==> src/rtl/if_fetch_if.sv <==
// Instruction-memory request/response channel for the IF stage.
// master = fetch unit, slave = instruction memory.
interface if_fetch_if;
    logic        req;
    logic [63:0] addr;
    logic        gnt;
    logic        rvalid;
    logic [31:0] rdata;

    modport master (
        output req,
        output addr,
        input  gnt,
        input  rvalid,
        input  rdata
    );

    modport slave (
        input  req,
        input  addr,
        output gnt,
        output rvalid,
        output rdata
    );
endinterface

==> src/rtl/if_fetch.sv <==
// IF-stage fetch unit: one outstanding imem request, redirect with stale drop.
// Optional perf counters enabled by defining IF_FETCH_PERF_EN.
module if_fetch #(
    parameter logic [63:0] RESET_PC = 64'h0000_0000_8000_0000,
    parameter logic [31:0] NOP_INST = 32'h0000_0013
) (
    input  logic        clk,
    input  logic        rst,
    input  logic [1:0]  ctrl_signal_i,
    input  logic        redirect_valid_i,
    input  logic [63:0] redirect_pc_i,
    if_fetch_if.master  imem,
    output logic [63:0] pc_o,
    output logic [31:0] if_inst_o,
    output logic        if_valid_o
`ifdef IF_FETCH_PERF_EN
    ,
    output logic [63:0] perf_fetch_cnt_o,
    output logic [31:0] perf_drop_cnt_o,
    output logic [63:0] perf_stall_cnt_o
`endif
);

    typedef enum logic [1:0] {
        S_REQ,
        S_WAIT,
        S_HOLD
    } state_t;

    state_t      state_q;
    logic [63:0] pc_q;
    logic        drop_q;
    logic [31:0] inst_q;
    logic        valid_q;
    logic        req_q;
    logic        stalled;

    assign stalled    = (ctrl_signal_i == 2'b01);
    assign imem.req   = req_q;
    assign imem.addr  = pc_q;
    assign pc_o       = pc_q;
    assign if_valid_o = valid_q;
    assign if_inst_o  = valid_q ? inst_q : NOP_INST;

    // Fetch FSM: request, wait for response, hold until consumed.
    always_ff @(posedge clk) begin
        if (rst) begin
            state_q <= S_REQ;
            pc_q    <= RESET_PC;
            drop_q  <= 1'b0;
            inst_q  <= NOP_INST;
            valid_q <= 1'b0;
            req_q   <= 1'b1;
`ifdef IF_FETCH_PERF_EN
            perf_fetch_cnt_o <= '0;
            perf_drop_cnt_o  <= '0;
            perf_stall_cnt_o <= '0;
`endif
        end else begin
            unique case (state_q)
                S_REQ: begin
                    if (redirect_valid_i) begin
                        pc_q <= redirect_pc_i;
                    end
                    if (imem.gnt) begin
                        state_q <= S_WAIT;
                        req_q   <= 1'b0;
                        // granted beat belongs to the old address
                        drop_q  <= redirect_valid_i;
                    end
                end
                S_WAIT: begin
                    if (redirect_valid_i) begin
                        pc_q <= redirect_pc_i;
                    end
                    if (imem.rvalid) begin
                        if (drop_q || redirect_valid_i) begin
                            drop_q  <= 1'b0;
                            state_q <= S_REQ;
                            req_q   <= 1'b1;
`ifdef IF_FETCH_PERF_EN
                            perf_drop_cnt_o <= perf_drop_cnt_o + 32'd1;
`endif
                        end else begin
                            inst_q  <= imem.rdata;
                            valid_q <= 1'b1;
                            state_q <= S_HOLD;
                        end
                    end else if (redirect_valid_i) begin
                        drop_q <= 1'b1;
                    end
                end
                S_HOLD: begin
                    if (redirect_valid_i) begin
                        pc_q    <= redirect_pc_i;
                        valid_q <= 1'b0;
                        state_q <= S_REQ;
                        req_q   <= 1'b1;
                    end else if (!stalled) begin
                        pc_q    <= pc_q + 64'd4;
                        valid_q <= 1'b0;
                        state_q <= S_REQ;
                        req_q   <= 1'b1;
`ifdef IF_FETCH_PERF_EN
                        perf_fetch_cnt_o <= perf_fetch_cnt_o + 64'd1;
`endif
                    end else begin
`ifdef IF_FETCH_PERF_EN
                        perf_stall_cnt_o <= perf_stall_cnt_o + 64'd1;
`endif
                    end
                end
                default: begin
                    state_q <= S_REQ;
                    req_q   <= 1'b1;
                end
            endcase
        end
    end

endmodule

==> src/flat_wrapper.sv <==
// flat-port wrapper written by rule: the top's interface ports become plain ports
module if_fetch_flat 
#(
    parameter logic [63:0] RESET_PC = 64'h0000_0000_8000_0000,
    parameter logic [31:0] NOP_INST = 32'h0000_0013
)
  (clk, rst, ctrl_signal_i, redirect_valid_i, redirect_pc_i, pc_o, if_inst_o, if_valid_o, imem_req, imem_addr, imem_gnt, imem_rvalid, imem_rdata);
  if_fetch_if imem_i ();
  input  logic clk;
  input  logic rst;
  input  logic [1:0] ctrl_signal_i;
  input  logic redirect_valid_i;
  input  logic [63:0] redirect_pc_i;
  output logic [63:0] pc_o;
  output logic [31:0] if_inst_o;
  output logic if_valid_o;
  output wire logic [$bits(imem_i.req)-1:0] imem_req;
  output wire logic [$bits(imem_i.addr)-1:0] imem_addr;
  input wire logic [$bits(imem_i.gnt)-1:0] imem_gnt;
  input wire logic [$bits(imem_i.rvalid)-1:0] imem_rvalid;
  input wire logic [$bits(imem_i.rdata)-1:0] imem_rdata;
  assign imem_req = imem_i.req;
  assign imem_addr = imem_i.addr;
  assign imem_i.gnt = imem_gnt;
  assign imem_i.rvalid = imem_rvalid;
  assign imem_i.rdata = imem_rdata;
  if_fetch #(.RESET_PC(RESET_PC), .NOP_INST(NOP_INST)) u_core (.clk(clk), .rst(rst), .ctrl_signal_i(ctrl_signal_i), .redirect_valid_i(redirect_valid_i), .redirect_pc_i(redirect_pc_i), .imem(imem_i), .pc_o(pc_o), .if_inst_o(if_inst_o), .if_valid_o(if_valid_o));
endmodule
==> config.mk <==
export PLATFORM = sky130hd
export DESIGN_NAME = if_fetch_flat
export DESIGN_NICKNAME = d
export VERILOG_FILES = /design/src/rtl/if_fetch_if.sv /design/src/rtl/if_fetch.sv /design/src/flat_wrapper.sv
export SDC_FILE = /design/constraint.sdc
export NUM_CORES = 1
export LEC_CHECK = 0
export CORE_MARGIN = 2
export CORE_UTILIZATION = 48
export DETAILED_ROUTE_END_ITERATION = 10
export PLACE_DENSITY = 0.95
export SETUP_SLACK_MARGIN = 0.3
export SYNTH_ARGS = -nofsm -noshare
export SYNTH_HDL_FRONTEND = slang
export SYNTH_SLANG_ARGS = --single-unit
==> constraint.sdc <==
create_clock -name clk -period 5.3 [get_ports clk]
set_input_delay 1.06 -clock clk [delete_from_list [all_inputs] [get_ports clk]]
set_output_delay 1.06 -clock clk [all_outputs]
set_load 0.05 [all_outputs]
# [Word level (Yosys, flattened, before mapping)]
# Cells that the tools add are included.
[totals] ff_bits=101 latch_bits=0 mem_bits_rw=0 romBits=0 inputBits=103 out_inout_bits=162 word_cells=58 n_memories=0
[classes] addsub=1 multipliers=0 div=0 magnitude_cmp=0 eq_ne=11 n_shift=0 n_mux=27 bitwise_logic=1 reduce_logical=12
[ops] cell="2-to-1 mux 64 bit" count=3
[ops] cell="case mux 64 bit (2 select lines)" count=1
[ops] cell="adder 64 x 3 -> 64 bit (second input constant)" count=1
[ops] cell="2-to-1 mux 32 bit" count=1
[ops] cell="2-to-1 mux 1 bit" count=13
[ops] cell="AND reduction 4 bit" count=3
[ops] cell="2-to-1 mux 2 bit" count=5
[ops] cell="AND reduction 3 bit" count=3
[ops] cell="inequality test 2 bit (second input constant)" count=3
[ops] cell="inequality test 3 bit (second input constant)" count=2
[ops] cell="case mux 2 bit (3 select lines)" count=1
[ops] cell="nonzero test 2 bit" count=3
[ops] cell="equality test 2 x 1 -> 1 bit (second input constant)" count=2
[ops] cell="inequality test 2 x 1 -> 1 bit (second input constant)" count=2
[ops] cell="case mux 1 bit (2 select lines)" count=2
[ops] cell="inequality test 3 x 2 -> 1 bit (second input constant)" count=1
[ops] cell="case mux 1 bit (3 select lines)" count=1
[ops] cell="equality test 2 bit (second input constant)" count=1
[ops] cell="logical NOT 2 bit" count=1
[ops] cell="OR reduction 2 bit" count=1
[ops] cell="logical OR 1 bit" count=1
[ops] cell="NOT 1 bit" count=1

# [Logic depth before layout (Yosys ltp)]
[logic_depth] ltp_word=4 ltp_mapped=9 ltp_nobuf=6

# [Worst setup path before layout]
# OpenSTA, ideal clock, no wires.
[synth_timing] path_type="register to register" start="reg u_core.pc_q[2], in the netlist u_core.imem.addr[2]" end="reg u_core.pc_q[28], in the netlist u_core.imem.addr[28]" setup_ns=0.074 arrival_ns=2.540 required_ns=5.226 slack_ns=2.685 stages_incl_launch_ff=8 n_path_buf=1 period_less_slack_ns=2.615 path_cell_list="dfxtp_1 > ha_1 > nand3_1 > or3_1 > buf_6 > or4_4 > mux2_1 > a31oi_1"
[synth_via] elab_chain_len=4
[synth_rtl] item="start: declaration" line="if_fetch.sv:31" rtl="logic [63:0] pc_q;"
[synth_rtl] item="start signal: assignment" line="if_fetch.sv:63" rtl="pc_q <= redirect_pc_i;"
[synth_rtl] item="start signal: assignment" line="if_fetch.sv:74" rtl="pc_q <= redirect_pc_i;"
[synth_rtl] item="start signal: assignment" line="if_fetch.sv:95" rtl="pc_q <= redirect_pc_i;"
[synth_rtl] item="adder 64 x 3 -> 64 bit" line="if_fetch.sv:100" rtl="pc_q <= pc_q + 64'd4;"
[synth_rtl] item="2-to-1 mux 64 bit" line="if_fetch.sv:99" rtl="end else if (!stalled) begin"
[synth_rtl] item="2-to-1 mux 64 bit" line="if_fetch.sv:94" rtl="if (redirect_valid_i) begin"
[synth_rtl] item="case mux 64 bit (2 select lines)" line="if_fetch.sv:60" rtl="unique case (state_q)"
# No other way between the ends. The select of a mux whose other input is x is not followed.
# A chain may end at the register's enable or synchronous reset.

# [Final worst setup path]
[layout_timing] start="reg u_core.valid_q, in the netlist u_core.if_valid_o" end="out if_inst_o[2]"
[layout_via] elab_chain_len=1
[layout_rtl] item="start: declaration" line="if_fetch.sv:34" rtl="logic valid_q;"
[layout_rtl] item="start signal: assignment" line="if_fetch.sv:52" rtl="valid_q <= 1'b0;"
[layout_rtl] item="start signal: assignment" line="if_fetch.sv:86" rtl="valid_q <= 1'b1;"
[layout_rtl] item="start signal: assignment" line="if_fetch.sv:96" rtl="valid_q <= 1'b0;"
[layout_rtl] item="2-to-1 mux 32 bit" line="if_fetch.sv:43" rtl="assign if_inst_o = valid_q ? inst_q : NOP_INST;"
[layout_rtl] item="end: declaration" line="flat_wrapper.sv:15" rtl="output logic [31:0] if_inst_o;"
# No other way between the ends.

==> flow_metrics.tcl <==
set metrics [dict create \
    fin_cells 1247 \
    yosys.area_share.simple_pct 34.5 \
    seq_area_frac_synth_pct 30.4 \
    max_cap_viol_count 0 \
    yosysWarningCount 0 \
    synth_most_common_cell "nand2_1" \
    async_flop_share_pct 0 \
    num_antenna_cells 0 \
    ys_ff_latch 101 \
    core_area_mm2 0.0137 \
    clk_pin_slew_ns 0.07 \
    grt_max_degree 74 \
    num-nets-final 1166 \
    p_leak_nw 3.02 \
    synthTopCellsByArea "dfxtp_1, nand2_1, buf_4" \
    synth_compound_area_share_pct 22.0 \
    path_max_fanout 34 \
    dpl.hpwl_um 16700 \
    first_iter_violations 1265 \
    track_usage_pct 31.0 \
    syn2layout_area_growth_pct 37.2 \
    critPathKind "flip-flop to primary output" \
    powerDensity_mw_per_mm2 233 \
    layout-drive-gt1-share_pct 4.69 \
    clock_latency_ns 0.35 \
    met1_usage_pct 40.5 \
    syn-num-nets 1016 \
    via_count 7917 \
    synth_top_area_share_pct 30.4 \
    nFillCells 1142 \
    synth_mux_area_share_pct 1.13 \
    synth_top_family_by_area "simple AND/OR/NAND/NOR gates" \
    first_pass_iters 6 \
    num_io_pins 265 \
    die_h_um 122 \
    rsz0062_at_grt "false" \
    cts_tree "yes" \
    setup_violations 0 \
    arrival_ns 2.43 \
    path_cells "and2_1, clkdlybuf4s50_1" \
    cts-resized-gates 0 \
    period_share_pct 65.8 \
    cts_made_buffers 9 \
    synth_fa_ha_area_share_pct 0.188 \
    cts-root-buf "clkbuf_16" \
    top_usage_layer "met2" \
    irDropWorstVdd_v 0.000178 \
    antenna_found_initial 0 \
    dp.cells 1231 \
    r2r_start "u_core.imem.addr[2]" \
    wirelength_um 24000 \
    clockBufferDepth 2 \
    ctsHoldBuffers 0 \
    grt_pass1_wl_um 36700 \
    die_w_um 122 \
    yosys.cell_types.count 75 \
    cts_setup_buffers 0 \
    start_util_pct 48.5 \
    netlist_area_mm2 0.00665 \
    final_hold_viol_count 0 \
    cts_htree_levels 3 \
    status "finished clean" \
    avgViaCountPerCell 6.35 \
    relSlewSlack_pct 19.3 \
    synth-edff-count 0 \
    synth_commonest_cells "nand2_1, dfxtp_1, a21oi_1, buf_4, clkbuf_1" \
    crit_path_max_incr_delay_ns 0.95 \
    post-route-min-period_ns 3.49 \
    crit_start "u_core.if_valid_o" \
    drc 0 \
    hp-start "u_core.inst_q[5]" \
    synth.avg_cell_area_um2 7.29 \
    tightest_slew_ns 1.21 \
    fin_tns_setup_ns 0 \
    gp_congestion 0.963 \
    routedWlPerCell_um 19.2 \
    first_global_vias 7064 \
    met3_usage_pct 5.24 \
    synthFlopType "dfxtp_1" \
    setup.worst_path.end_class "primary output" \
    rows 43 \
    min_path_type "flip-flop to flip-flop" \
    netlist_instances 912 \
    cp-start-kind "flip-flop" \
    clock.fmax_mhz 287 \
    synth_xor_area_share_pct 0 \
    overflow 0 \
    dieArea_mm2 0.0148 \
    antenna_left 0 \
    slew_viol_final 0 \
    cp_slowest_cell "dfxtp_1" \
    cts.sinks 101 \
    netlist.top_cell.by_area "dfxtp_1" \
    grt_use_met2_pct 50.3 \
    total_power_mw 2.12 \
    clock_skew_ns 0.00695 \
    port_buffers 264 \
    worstPathRequired_ns 4.24 \
]
## cells in the final DEF (no fill, tap or decap), types with 30 or more instances in the layout
cell type          n
dfxtp_1          101
nand4_1           50
nand2_1          161
and2_1            35
o21ai_0           30
a21oi_1           79
clkdlybuf4s50_1  263
nand3_1           35
nor2_1            41
## per-layer routing
metal,vias to the layer above,routed length (um)
met2,580,11100
li1,3580,-
met3,106,2620
met5,-,0
met4,0,1030
met1,3651,9200
## final timing paths
path                               end  slack [ns]  cells past startpoint
setup / recovery          if_inst_o[2]        1.81                      2
hold / removal        u_core.inst_q[5]        0.45                      2
setup reg to reg  u_core.imem.addr[58]        2.34                      6
hold reg to reg       u_core.inst_q[5]        0.45                      2
## where the power goes
part           internal, mW  switching [mW]  total (mW)
sequential            0.799          0.0867       0.885
combinational         0.222           0.357       0.579
clock                 0.357           0.302       0.659
total                  1.38           0.746        2.12
## sequential cells by signal, summed over array words and instances (netlist names)
register,cells
u_core.imem.req,1
u_core.imem.addr,64
u_core.state_q,2
u_core.drop_q,1
u_core.if_valid_o,1
u_core.inst_q,32
## area by class of cell
type	count	area, um2	share of cell area [%]
Sequential cell	101	2020	22.2
Inverter	5	18.8	0.206
Tap cell	180	225	2.47
Timing Repair Buffer	274	2710	29.7
Clock buffer	13	270	2.96
Multi-Input combinational cell	671	3860	42.3
Clock inverter	3	18.8	0.206
## through the flow
stage	worst slack [ns]	utilization, %	area [um2]	hold slack (ns)
2_1_floorplan	2.69	-	6650	0.432
3_3_place_gp	1.72	64.4	8840	0.437
3_5_place_dp	1.67	64.4	8840	0.444
4_1_cts	1.81	66.5	9130	0.453
5_1_grt	1.68	66.5	9130	0.471
6_report	1.81	66.5	9130	0.453
## worst max-delay path: cells and delay by family (launching register included)
kind | cells | cell delay [ns]
flops | 1 | 0.95
buf+inv | 1 | 0.84
simple gates | 1 | 0.28
## cells by family (layout without fill, tap and decap cells)
family                     count (synthesis)  count (layout)
AOI/OAI and AO/OA                        225             225
adders and majority gates                  1               1
buffers and inverters                    140             295
DFF                                      101             101
muxes                                      7               7
and+or+nand+nor                          438             438
No activity file was read; power rests on OpenSTA's default activity.
==> variant: new RTL, same flow settings <==
`RESET_PC` is set to 64'h0000_0000_8000_0000 in 2 places; all go to 64'h0000000040000000.
--- a/src/rtl/if_fetch.sv
+++ b/src/rtl/if_fetch.sv
@@ -3,3 +3,3 @@
 module if_fetch #(
-    parameter logic [63:0] RESET_PC = 64'h0000_0000_8000_0000,
+    parameter logic [63:0] RESET_PC = 64'h0000000040000000,
     parameter logic [31:0] NOP_INST = 32'h0000_0013
--- a/src/flat_wrapper.sv
+++ b/src/flat_wrapper.sv
@@ -3,3 +3,3 @@
 #(
-    parameter logic [63:0] RESET_PC = 64'h0000_0000_8000_0000,
+    parameter logic [63:0] RESET_PC = 64'h0000000040000000,
     parameter logic [31:0] NOP_INST = 32'h0000_0013
Formal check against the unedited RTL: not equivalent (Yosys sat finds a counterexample within 4 cycles, from zero or initial values and one cycle with rst high).
==> variant against the unedited design <==
Design area grew 1.5%. Clock skew grew 0.0018 ns. Area after synthesis grew 1.3%. Worst hold slack lost 0.00074 ns. First-iteration DRC count shrank 9.9%. Critical path depth is the same. Combinational power is essentially flat. Non-clock buffer count grew 1. Setup slack gained 0.11 ns. Power shrank 0.16%. Sequential cell count is the same. Fmax grew 3.1%. Synthesized cell count shrank 0.11%. Routed wire length grew 0.55%. Critical path type unchanged. Largest cell class unchanged.
==> variant: results (changes against the unedited design) <==
\begin{tabular}{lr}
\hline
Metric & Value \\
\hline
\multicolumn{2}{l}{\textbf{Clock tree}} \\
\quad Max Buffers Root-to-Sink & 2 (unchanged) \\
\quad CTS Root Buffer Type & clkbuf\_16 \\
\multicolumn{2}{l}{\textbf{Placed design}} \\
\quad Number of placed instances with taps included & 1239 (+0.65\%) \\
\quad Post-detail-place hpwl & 16750 µm (+0.32\%) \\
\quad Global placer's final weighted congestion & 0.9405 (-2.3\%) \\
\multicolumn{2}{l}{\textbf{Synth}} \\
\quad Post-Syn Nets & 1015 (-0.098\%) \\
\quad Cells after Synth & 911 (-0.11\%) \\
\quad Biggest area contributors in the synthesized netlist & dfxtp\_1 (30\%), nand2\_1 (8.5\%), buf\_4 (7.1\%), a21oi\_1 (5.6\%), nand4\_1 (4.3\%) \\
\quad Count of cell types in the netlist & 73 (-2.7\%) \\
\quad Sequential area share after synthesis & 30.01\% (-0.38 points) \\
\quad Most numerous cell types in the synthesized netlist & nand2\_1 (152), dfxtp\_1 (101), a21oi\_1 (75) \\
\multicolumn{2}{l}{\textbf{Critical path}} \\
\quad Worst R2R Setup Slack & 2.19 ns (-0.15 ns) \\
\quad Critical register-to-register path endpoint & u\_core.imem.addr[50]\$\_SDFFE\_PP0P\_ \\
\quad Critical-path maximum fanout & 34 (unchanged) \\
\multicolumn{2}{l}{\textbf{Pwr}} \\
\quad Maximum resistive drop on vdd & 180.9 µV (+1.7\%) \\
\quad Net switching component of the power & 767.8 µW (+2.9\%) \\
\quad Leak Pwr & 0.003094 µW (+2.3\%) \\
\multicolumn{2}{l}{\textbf{Run status}} \\
\quad Outcome & finished clean \\
\multicolumn{2}{l}{\textbf{Detailed routing}} \\
\quad Number of vias in the routed layout & 7995 (+0.99\%) \\
\quad Initial detailed-routing violation count & 1140 (-9.9\%) \\
\quad Total length of routed wires & 24090 µm (+0.55\%) \\
\multicolumn{2}{l}{\textbf{Global routing}} \\
\quad Global-route wire length before repair & 37130 µm (+1.0\%) \\
\quad Pin count of the biggest net entering global routing & 61 (-18\%) \\
\quad Total Routing Usage GR & 30.71\% (-0.33 points) \\
\quad Number of global-route vias before repair & 7264 (+2.8\%) \\
\multicolumn{2}{l}{\textbf{Layout}} \\
\quad Fraction of final layout cells with drive strength greater than 1 & 5.395\% (+0.71 points) \\
\multicolumn{2}{l}{\textbf{Timing}} \\
\quad Relative slew slack & 20.12\% (+0.84 points) \\
\quad Post-route worst hold slack & 0.4521 ns (-0.0007370 ns) \\
\quad Maximum clock skew at final layout & 0.008758 ns (+0.001807 ns) \\
\hline
\end{tabular}
variant: worst max-delay path, cell delays in order, from the launching register on:
cell	delay [ns]
dfxtp_1	0.90
and2_1	0.26
clkdlybuf4s50_1	0.81
variant: logic make-up (layout without fill, tap and decap cells):
kind of cell,Yosys count,after routing,synth area share (%)
fa+ha+maj,1,1,0.1857
buf+inv,145,309,11.89
compound gates,237,237,23.09
simple gates,422,422,34.08
mux,5,5,0.7430
flops,101,101,30.01
variant: power by group through the flow:
stage               registers [µW]  logic (µW)  clock network [µW]
floorplan                      974         280                   0
global placement               889         566                   0
detailed placement             891         571                   0
CTS                            874         574                 666
global route                   884         601                 703
finish                         877         577                 666
variant: final cells by class:
cell class                      count  area [µm²]
Clock buffer                        9       225.2
Clock inverter                      7       73.82
Fill cell                        1135        4512
Inverter                           18       67.56
Multi-Input combinational cell    665        3928
Sequential cell                   101        2022
Tap cell                          180       225.2
Timing Repair Buffer              275        2720
variant: worst min path at each step:
stage                                        start                             end  cells after the start
floorplan            u_core.inst_q[0]$_SDFFE_PP1P_   u_core.inst_q[0]$_SDFFE_PP1P_                      2
global placement    u_core.inst_q[22]$_SDFFE_PP0P_  u_core.inst_q[22]$_SDFFE_PP0P_                      2
detailed placement  u_core.inst_q[26]$_SDFFE_PP0P_  u_core.inst_q[26]$_SDFFE_PP0P_                      2
CTS                 u_core.inst_q[26]$_SDFFE_PP0P_  u_core.inst_q[26]$_SDFFE_PP0P_                      2
global route         u_core.inst_q[5]$_SDFFE_PP0P_   u_core.inst_q[5]$_SDFFE_PP0P_                      2
finish              u_core.inst_q[22]$_SDFFE_PP0P_  u_core.inst_q[22]$_SDFFE_PP0P_                      2
variant: through the flow:
stage	instance area, µm²	setup slack, ns	util, %	power (µW)
finish	9261	1.920	67.24	2121
detailed placement	8962	1.610	65.07	1462
CTS	9261	1.912	67.24	2115
global placement	8962	1.651	65.07	1455
global route	9261	1.782	67.24	2187
floorplan	6736	2.643	-	1254
variant: metal layers:
| layer | track usage, % | part of all wire, % | vias to the layer above |
|---|---|---|---|
| li1 | - | - | 3617 |
| met1 | 39.92 | 38 | 3653 |
| met2 | 48.99 | 46 | 622 |
| met3 | 7.574 | 13 | 103 |
| met4 | 12.00 | 3.4 | 0 |
| met5 | 0 | 0 | - |
